--- config.mk ---
export PLATFORM = sky130hd
export DESIGN_NAME = led_ctl_multi
export DESIGN_NICKNAME = d
export VERILOG_FILES = /design/src/rtl/led_ctl_multi.sv
export SDC_FILE = /design/constraint.sdc
export NUM_CORES = 1
export LEC_CHECK = 0
export BUFFER_PORTS_ARGS = -buffer_cell sky130_fd_sc_hd__buf_2
export CAP_MARGIN = 20
export CORE_MARGIN = 4
export CORE_UTILIZATION = 54
export DETAILED_ROUTE_END_ITERATION = 6
export PLACE_DENSITY = 0.75
export SYNTH_ARGS = -nofsm -noshare
export SYNTH_HDL_FRONTEND = slang
export SYNTH_SLANG_ARGS = --single-unit
--- constraint.sdc ---
create_clock -name clk_rx -period 2.1 [get_ports clk_rx]
set_input_delay 0.105 -clock clk_rx [delete_from_list [all_inputs] [get_ports clk_rx]]
set_output_delay 0.105 -clock clk_rx [all_outputs]
set_load 0.03 [all_outputs]
--- src/rtl/led_ctl_multi.sv ---
// Purpose: UART-fed LED controller with a byte parser, four display modes and a tick prescaler.
// Latency: a byte accepted at edge k updates the display reg at k and reaches led_o at k+2.
// Backpressure: none; one byte is taken per rising edge of rx_data_rdy and nothing stalls the UART.
//
// Ports:
//   clk_rx        receive-domain clock
//   rst_clk_rx_n  asynchronous active-low reset
//   btn_clk_rx    debounced button, synchronous to clk_rx
//   rx_data       received byte, valid while rx_data_rdy is high
//   rx_data_rdy   byte-ready strobe; only its rising edge is acted on
//   led_o         registered LED drive, LED_W bits
//   mode_o        registered current mode (0 direct, 1 blink, 2 rotate, 3 hold)
//
// Build option: define LED_CTL_ACTIVE_LOW_EN for active-low LED drive
// (led_o is the inverse of the pipeline register and resets to all ones).
module led_ctl_multi #(
    parameter int LED_W    = 8,
    parameter int TICK_DIV = 25000000
) (
    input  logic             clk_rx,
    input  logic             rst_clk_rx_n,
    input  logic             btn_clk_rx,
    input  logic [7:0]       rx_data,
    input  logic             rx_data_rdy,
    output logic [LED_W-1:0] led_o,
    output logic [1:0]       mode_o
);

    localparam int                CNT_W    = $clog2(TICK_DIV);
    localparam logic [CNT_W-1:0]  CNT_MAX  = CNT_W'(TICK_DIV - 1);
    localparam logic [7:0]        CMD_MODE = 8'h4D;  // 'M': next byte is a mode argument

`ifdef LED_CTL_ACTIVE_LOW_EN
    localparam logic [LED_W-1:0] LED_RST = '1;
`else
    localparam logic [LED_W-1:0] LED_RST = '0;
`endif

    typedef enum logic {
        PS_IDLE = 1'b0,
        PS_ARG  = 1'b1
    } ps_t;

    ps_t              ps_q, ps_d;
    logic             old_rdy;
    logic             byte_acc;
    logic             disp_ld;
    logic             mode_ld;
    logic [LED_W-1:0] disp_q;
    logic [LED_W-1:0] disp_shift;
    logic [LED_W-1:0] rot_q;
    logic [LED_W-1:0] pipe_q;
    logic [LED_W-1:0] pipe_d;
    logic [LED_W-1:0] led_drv;
    logic [1:0]       mode_q;
    logic [CNT_W-1:0] cnt_q;
    logic             tick;
    logic             phase_q;

    // A level held high on rx_data_rdy yields exactly one byte.
    assign byte_acc = rx_data_rdy & ~old_rdy;

    // New data enters at the LSB; the oldest byte drops off the MSB.
    generate
        if (LED_W == 8) begin : g_load
            assign disp_shift = rx_data;
        end else begin : g_shift
            assign disp_shift = {disp_q[LED_W-9:0], rx_data};
        end
    endgenerate

    // Parser: 'M' in IDLE arms the argument slot; in ARG every byte
    // (including 'M') is consumed as the mode argument.
    always_comb begin
        ps_d    = ps_q;
        disp_ld = 1'b0;
        mode_ld = 1'b0;
        if (byte_acc) begin
            case (ps_q)
                PS_IDLE: begin
                    if (rx_data == CMD_MODE) ps_d = PS_ARG;
                    else                     disp_ld = 1'b1;
                end
                PS_ARG: begin
                    mode_ld = 1'b1;
                    ps_d    = PS_IDLE;
                end
                default: ps_d = PS_IDLE;
            endcase
        end
    end

    always_ff @(posedge clk_rx or negedge rst_clk_rx_n) begin
        if (!rst_clk_rx_n) begin
            ps_q    <= PS_IDLE;
            old_rdy <= 1'b0;
        end else begin
            ps_q    <= ps_d;
            old_rdy <= rx_data_rdy;
        end
    end

    // Free-running prescaler; mode changes never disturb it.
    assign tick = (cnt_q == CNT_MAX);

    always_ff @(posedge clk_rx or negedge rst_clk_rx_n) begin
        if (!rst_clk_rx_n) begin
            cnt_q   <= '0;
            phase_q <= 1'b0;
        end else begin
            cnt_q   <= tick ? '0 : cnt_q + 1'b1;
            phase_q <= phase_q ^ tick;
        end
    end

    // Display, mode and rotate registers. A reload of the rotate register
    // (new data, or selecting rotate mode) takes priority over a tick.
    always_ff @(posedge clk_rx or negedge rst_clk_rx_n) begin
        if (!rst_clk_rx_n) begin
            disp_q <= '0;
            mode_q <= 2'd0;
            rot_q  <= '0;
        end else begin
            if (disp_ld) disp_q <= disp_shift;
            if (mode_ld) mode_q <= rx_data[1:0];

            if (disp_ld)
                rot_q <= disp_shift;
            else if (mode_ld && rx_data[1:0] == 2'd2)
                rot_q <= disp_q;
            else if (mode_q == 2'd2 && tick && !btn_clk_rx)
                rot_q <= {rot_q[LED_W-2:0], rot_q[LED_W-1]};
        end
    end

    // Per-mode pipeline value; hold mode simply recirculates.
    always_comb begin
        pipe_d = pipe_q;
        case (mode_q)
            2'd0: pipe_d = btn_clk_rx
                         ? disp_q ^ {disp_q[LED_W/2-1:0], disp_q[LED_W-1:LED_W/2]}
                         : disp_q;
            2'd1: pipe_d = (btn_clk_rx || phase_q) ? disp_q : '0;
            2'd2: pipe_d = rot_q;
            default: pipe_d = pipe_q;
        endcase
    end

`ifdef LED_CTL_ACTIVE_LOW_EN
    assign led_drv = ~pipe_q;
`else
    assign led_drv = pipe_q;
`endif

    always_ff @(posedge clk_rx or negedge rst_clk_rx_n) begin
        if (!rst_clk_rx_n) begin
            pipe_q <= '0;
            led_o  <= LED_RST;
            mode_o <= 2'd0;
        end else begin
            pipe_q <= pipe_d;
            led_o  <= led_drv;
            mode_o <= mode_q;
        end
    end

endmodule

# Yosys cells after proc, flatten, opt, wreduce, memory -nomap -nowiden
# Index checks and enable logic that the tools add are counted.
# W data, S select, Z words.
[word_totals]
latchBits = 0
output_inout_bits = 10
mem_bits_ro = 0
ff_bits = 64
n_memories = 0
ramBits = 0
inputBits = 12
[op_classes]
n_mul = 0
n_reduce_logical = 8
muxes = 14
n_lt_le_gt_ge = 0
n_div = 0
add_sub_neg = 1
eq_ne = 5
bitwise = 5
shift = 0
[op_table]
columns = ["cell", "count"]
rows = [
  ["$mux W8", 5],
  ["$add A25 B1 Y25 const B", 1],
  ["$eq A25 B25 Y1 const B", 1],
  ["$mux W25", 1],
  ["$pmux W8 S3", 1],
  ["$eq A8 B7 Y1 const B", 1],
  ["$xor A8 B8 Y8", 1],
  ["$mux W1", 6],
  ["$reduce_bool A3 Y1", 2],
  ["$eq A2 B2 Y1 const B", 2],
  ["$logic_and A1 B1 Y1", 3],
  ["$eq A2 B1 Y1 const B", 1],
  ["$logic_not A2 Y1", 1],
  ["$not A1 Y1", 2],
  ["$pmux W1 S2", 1],
  ["$and A1 B1 Y1", 1],
  ["$logic_not A1 Y1", 1],
  ["$logic_or A1 B1 Y1", 1],
  ["$xor A1 B1 Y1", 1],
]

# Logic depth before layout (Yosys ltp)
# Gate-level depths: netlist of the first run.
[logic_depth]
word_depth = 6
mapped_depth = 8

# Least setup slack after synthesis of the first run
# No wires, ideal clock.
[synth_timing]
path_kind = "register to register"
start = "reg cnt_q[0]"
end = "reg cnt_q[24]"
setup_time_ns = 0.078
synth_period_minus_slack_ns = 2.024
setup_slack_ns = 0.076
arrival_time_ns = 1.946
required_time_ns = 2.022
stages_incl_launch_ff = 7
path_buffers = 1
path_cell_list = "dfrtp_1 -> ha_1 -> inv_1 -> or4_1 -> buf_2 -> or4_1 -> a21oi_1"
[synth_via]
elab_chain_len = 2
elab_cells_between_ends = 3
classes_between = "1 x add/sub; 1 x eq/ne; 1 x mux"
[synth_rtl]
columns = ["element", "line", "source"]
rows = [
  ["from (decl)", "56", "logic [CNT_W-1:0] cnt_q;"],
  ["from (signal assigned)", "111", "cnt_q <= tick ? '0 : cnt_q + 1'b1;"],
  ["$add A25 B1 Y25 / $eq A25 B25 Y1 (equally long branches)", "111, 104", ""],
  ["$mux W25 (*)", "111", ""],
]
# Mark *: on every way between the ends. The rest lies on a longest branch, timed or not.
# A chain may end at the register's enable or synchronous reset.

# Final worst setup path of the first run
[layout_timing]
start = "reg cnt_q[0]"
end = "reg cnt_q[16]"
# Same word-level chain as after synthesis.

==> results of run 1 <==
final cells by class:
| class | instances | area [um^2] |
|---|---|---|
| clock buffer | 13 | 159 |
| clock inverter | 3 | 40.0 |
| sequential | 64 | 1600 |
| inverter | 6 | 22.5 |
| multi-input combinational | 210 | 1410 |
| fill | 459 | 1990 |
| timing repair buffer | 34 | 220 |
| tap | 72 | 90.1 |
registers in the layout, summed over array words and instances, names as in the netlist:
| name | flops |
|---|---|
| ps_q | 1 |
| phase_q | 1 |
| disp_q | 8 |
| mode_q | 2 |
| led_drv | 8 |
| mode_o | 2 |
| cnt_q | 25 |
| led_o | 8 |
| rot_q | 8 |
| old_rdy | 1 |
path summary, 6_finish.rpt:
path / start / end / slack (ps) / depth (start not counted)
setup / recovery: cnt_q[0]$_DFF_PN0_ / cnt_q[16]$_DFF_PN0_ / 110 / 6
hold / removal: rx_data[5] / disp_q[5]$_DFFE_PN0P_ / 30 / 2
setup reg to reg: cnt_q[0]$_DFF_PN0_ / cnt_q[16]$_DFF_PN0_ / 110 / 6
hold reg to reg: led_drv[2]$_DFFE_PN0P_ / led_o[2]$_DFF_PN0_ / 380 / 0
max in group asynchronous: rst_clk_rx_n / rot_q[5]$_DFFE_PN0P_ / 1530 / 3
min in group asynchronous: rst_clk_rx_n / cnt_q[12]$_DFF_PN0_ / 300 / 3
per-stage QoR:
step	cells	area, um^2	power, mW	util	worst slack, ps
2_1_floorplan	293	3090	1.69	-	76.4
3_3_place_gp	384	3330	1.81	0.600	202
3_5_place_dp	384	3330	1.82	0.600	112
4_1_cts	402	3550	2.89	0.640	114
5_1_grt	402	3550	3.01	0.640	32.2
6_report	402	3550	2.87	0.640	110
cell usage after synthesis (all sizes together) (2+ instances only):
cell type,n
dfrtp,64
nand2,25
a21oi,16
o21ai,14
xor2,12
mux2,11
nand4,11
xnor2,10
nor2,9
nor3,9
a21o,8
a221oi,8
a31oi,8
clkbuf,8
nand3,8
o22ai,8
a211oi,7
inv,6
buf,5
or4,5
and4,4
ha,4
nor4,4
or3,4
nand2b,3
nor2b,3
o31ai,3
and2,2
and3,2
nor4b,2
o211ai,2
timing repair:
| action | CTS | global route |
|---|---|---|
| hold endpoints to repair | 65 | 0 |
| hold buffers | 2 | 0 |
| setup endpoints to repair | 0 | 0 |
layer usage:
layer	GRT usage	wire, um	vias to the layer above
met5	0	0	-
met4	0.0921	137	0
met3	0.0385	406	13
met2	0.273	2760	92
met1	0.282	3030	1154
li1	-	-	1161
report_power, final:
part	internal, mW	leakage (nW)	switching [mW]
Sequential	1.36	0.799	0.0873
Combinational	0.150	0.611	0.209
Clock	0.610	0.103	0.458
kinds of logic after synthesis:
kind of cell | count (synthesis) | share of synthesized area
AOI/OAI and AO/OA | 76 | 0.158
xor gates and xnor gates | 22 | 0.0624
adders and majority gates | 4 | 0.0162
buffers and inverters | 19 | 0.0235
DFF | 64 | 0.519
muxes | 12 | 0.0434
and+or+nand+nor | 96 | 0.178
cells in the final DEF, fill, tap and decap left out, types with 9 or more instances in the layout:
| cell type | n |
|---|---|
| clkbuf_8 | 11 |
| a21oi_1 | 16 |
| dfrtp_1 | 64 |
| nand2_1 | 25 |
| nor3_1 | 9 |
| nand4_1 | 9 |
| xnor2_1 | 10 |
| nor2_1 | 9 |
| mux2_2 | 11 |
| o21ai_0 | 14 |
| buf_4 | 10 |
| xor2_1 | 12 |
| buf_2 | 21 |
worst max-delay path, delay by kind of cell, from the launching register on:
family | cells | cell delay [ps]
AOI/OAI and AO/OA | 1 | 140
buffers and inverters | 2 | 250
and+or+nand+nor | 2 | 940
DFF | 1 | 410
adders and majority gates | 1 | 180
==> results.json, run 1 <==
{
  "status": "finished, final reports clean",
  "die_y_um": 83.6,
  "cts_tree": "built",
  "leakage_nw": 1.51,
  "first_pass_iters": 5,
  "grt_max_degree": 65,
  "ctsResizeCount": 0,
  "start_util": 0.557,
  "maxCapViolations": 0,
  "avgViaCountPerCell": 6.02,
  "peakVddDrop_mv": 0.443,
  "final_antenna_net_count": 0,
  "port-buffer-count": 21,
  "cts_setup_buffers": 0,
  "grt-ovfl-total": 0,
  "vias": 2420,
  "final-max-slew-violation-count": 0,
  "drt-initial-drc-count": 164,
  "postSynthCellCount": 293,
  "crit_chain": "ha_1, inv_1, or4_1, buf_4, or3_1, a21oi_1",
  "fmax_mhz": 503,
  "grt_pass1_wl_mm": 10.9,
  "rsz0062_at_grt": "false",
  "wl_per_cell_um": 15.8,
  "fin_setup_tns_ps": 0,
  "antenna_found_initial": 0,
  "clock_sinks": 64,
  "synthesis.nets": 309,
  "io_pins": 22,
  "cts_max_level": 3,
  "ys_types": 42,
  "worst_slew_pin_slew_ps": 937,
  "synth_top_area_frac": 0.519,
  "path_class": "reg -> reg",
  "numCtsBuffers": 9,
  "dpl.hpwl_mm": 4.36,
  "netlist_area_um2": 3090,
  "syn_to_final_growth_pct": 14.9,
  "avgSynthCellArea_um2": 10.5,
  "cp-start-kind": "flip-flop",
  "async_flop_share": 1.00,
  "worstHoldPathType": "in -> reg",
  "min_period_ps": 1990,
  "yosysSeqAreaShare": 0.519,
  "ys_top_cells_by_area": "dfrtp_1 (52%), mux2_2 (4.0%), xor2_1 (3.4%), nand2_1 (3.0%), xnor2_1 (2.8%)",
  "hold_viol": 0,
  "slew_headroom": 0.375,
  "cp_max_fo": 7,
  "cp_slowest_stage_delay_ps": 600,
  "yosys.area.top_type": "dfrtp_1",
  "cts.reportedPaths.clkPinSlew_ps": 70,
  "fin_crit_sh": 0.947,
  "num_rows": 27,
  "ys_warn_count": 0,
  "critPathArrivalTime_ps": 2270,
  "fp.dieW_um": 83.6,
  "skew_ps": 7.22,
  "powerDensity_nw_per_um2": 809,
  "clock_latency_ps": 350,
  "synth_edf_count": 0,
  "dieArea_um2": 6990,
  "core_um2": 5540,
  "ys_seq_elements": 64,
  "routabilityCongestion": 0.843,
  "hold_slack_ps": 31.7,
  "grt_use_total": 0.193,
  "nNetsFinal": 341,
  "post-route-drc-count": 0,
  "grt_pass1_vias": 2275,
  "drive_above_1_share": 0.185,
  "clock_path_buffers": 2,
  "crit_slowest_cell": "or4_1",
  "setup_viol_count_final": 0,
  "routed_wl_mm": 6.33,
  "diodes": 0,
  "critPathCaptureType": "flip-flop",
  "synth-main-ff-cell": "dfrtp_1",
  "clock-root-buffer": "clkbuf_8",
  "required_ps": 2380
}
No activity file was read; power rests on OpenSTA's default activity.
==> run 2: changes to the inputs <==
--- a/config.mk
+++ b/config.mk
@@ -7,6 +7,7 @@
 export LEC_CHECK = 0
 export BUFFER_PORTS_ARGS = -buffer_cell sky130_fd_sc_hd__buf_2
 export CAP_MARGIN = 20
+export CORE_ASPECT_RATIO = 1.4
 export CORE_MARGIN = 4
 export CORE_UTILIZATION = 54
 export DETAILED_ROUTE_END_ITERATION = 6
==> run 2 against run 1 <==
  * Worst hold slack improved by 3.3 ps
  * Global-route usage increased by 1.6 points
  * Wire length rose by 7.7%
  * Cell count increased by 0.25%
  * Count of clock-buffer cells in the layout unchanged
  * Core utilization up 0.76 points
  * Non-clock buffer count up 5
  * Clock skew up 3.8 ps
  * Combinational power up 3%
==> results.json, run 2 (synthesis results as in run 1) <==
{
  "routed_wl_mm": 6.82,
  "clock_sinks": 64,
  "status": "finished, final reports clean",
  "power.switching_mw": 0.758,
  "drt-initial-drc-count": 139,
  "cts_tree": "built",
  "fmax_mhz": 494,
  "cp-start-kind": "flip-flop",
  "use_met1": 0.249,
  "powerDensity_nw_per_um2": 804,
  "peakVddDrop_mv": 0.607,
  "startpoint": "cnt_q[0]$_DFF_PN0_",
  "clock_path_buffers": 2,
  "vias": 2448,
  "avgViaCountPerCell": 6.07,
  "mostFrequentLayoutCell": "dfrtp_1",
  "largest_reg_flops": 25,
  "worstHoldPathType": "in -> reg",
  "grt_max_degree": 42,
  "grt_pass1_vias": 2421,
  "grt_pass1_wl_mm": 11.5,
  "grt-ovfl-total": 0,
  "nNetsFinal": 346,
  "cp_max_fo": 6,
  "clock_latency_ps": 340,
  "setup_viol_count_final": 0,
  "cts_max_level": 3,
  "grt_use_total": 0.209,
  "maxCapViolations": 0,
  "final_antenna_net_count": 0,
  "power.internal_mw": 2.12,
  "rsz0062_at_grt": "false",
  "num_rows": 32,
  "dieArea_um2": 7010,
  "critPathArrivalTime_ps": 2290,
  "hold_viol": 0,
  "drive_above_1_share": 0.197,
  "seqPwrFrac": 0.504,
  "final_cell_mix": "dfrtp_1 (64), nand2_1 (25), buf_2 (21)",
  "regMostFlops": "cnt_q",
  "post-route-util": 0.648,
  "port-buffer-count": 21,
  "slew_headroom": 0.357,
  "required_ps": 2370,
  "hold_slack_ps": 35.0,
  "power_frac_comb": 0.128,
  "cts_hold_buf": 2,
  "start_util": 0.559,
  "sw_frac_of_total": 0.264,
  "min_period_ps": 2020,
  "skew_ps": 11.0,
  "post-route-drc-count": 0,
  "diodes": 0,
  "core_um2": 5530,
  "clock-root-buffer": "clkbuf_8",
  "power.share.clock": 0.368,
  "fin_crit_sh": 0.963,
  "syn_to_final_growth_pct": 15.9,
  "ctsResizeCount": 0,
  "die_y_um": 97.5,
  "dpl.hpwl_mm": 4.90,
  "path_class": "reg -> reg",
  "wl_per_cell_um": 16.9,
  "cts_setup_buffers": 0,
  "globalRouteMet3Util": 0.0487,
  "fp.dieW_um": 71.9,
  "final-max-slew-violation-count": 0,
  "leakage_nw": 1.54,
  "routabilityCongestion": 0.843,
  "grt_util_met2": 0.341,
  "r2r-start": "cnt_q[0]$_DFF_PN0_",
  "worst_slew_pin_slew_ps": 965,
  "worstHoldStart": "rx_data[2]",
  "fin_setup_tns_ps": 0,
  "grt_busiest_layer": "met2",
  "io_pins": 22,
  "antenna_found_initial": 0,
  "cts.reportedPaths.clkPinSlew_ps": 70,
  "critPathCaptureType": "flip-flop",
  "first_pass_iters": 5,
  "numCtsBuffers": 9
}
## run 2: power groups by stage
stage	Clock, mW	Combinational, mW	Sequential [mW]
finish	1.06	0.369	1.45
global route	1.14	0.405	1.46
global placement	0	0.363	1.47
floorplan	0	0.168	1.52
CTS	1.07	0.375	1.45
detailed placement	0	0.371	1.47
## run 2: final timing paths
kind                       cells past startpoint                     to  slack [ps]
max                                            6    cnt_q[16]$_DFF_PN0_          80
min reg2reg                                    0     led_o[0]$_DFF_PN0_         370
min                                            2  disp_q[2]$_DFFE_PN0P_          40
min in group asynchronous                      2    cnt_q[12]$_DFF_PN0_         290
max reg2reg                                    6    cnt_q[16]$_DFF_PN0_          80
max in group asynchronous                      3   rot_q[5]$_DFFE_PN0P_        1200
## run 2: area by class of cell
type / instances / area [um^2]
clock buffers: 13 / 159
clock inverters: 3 / 40.0
fillers: 426 / 1950
inverters: 6 / 22.5
multi-input cells: 210 / 1410
flip-flops and latches: 64 / 1600
well taps: 68 / 85.1
repair buffers: 39 / 258
## run 2: critical path, stage by stage, from the launching register on
cell and delay, ps:
dfrtp_1 410, ha_1 180, inv_1 50, or4_1 630
buf_4 200, or3_1 340, a21oi_1 140
## run 2: per-layer routing
metal / vias up / wire [um]
li1: 1163 / -
met1: 1199 / 2840
met2: 61 / 3490
met3: 25 / 203
met4: 0 / 282
met5: - / 0
## run 2: through the flow
stage	instance area [um^2]	total power [mW]	worst slack, ps	instances
final	3580	2.88	76.7	403
after global routing	3580	3.01	5.40	403
after CTS	3580	2.89	86.6	403
after detailed placement	3360	1.84	118	385
after global placement	3360	1.83	155	385
after floorplan	3090	1.69	76.4	293
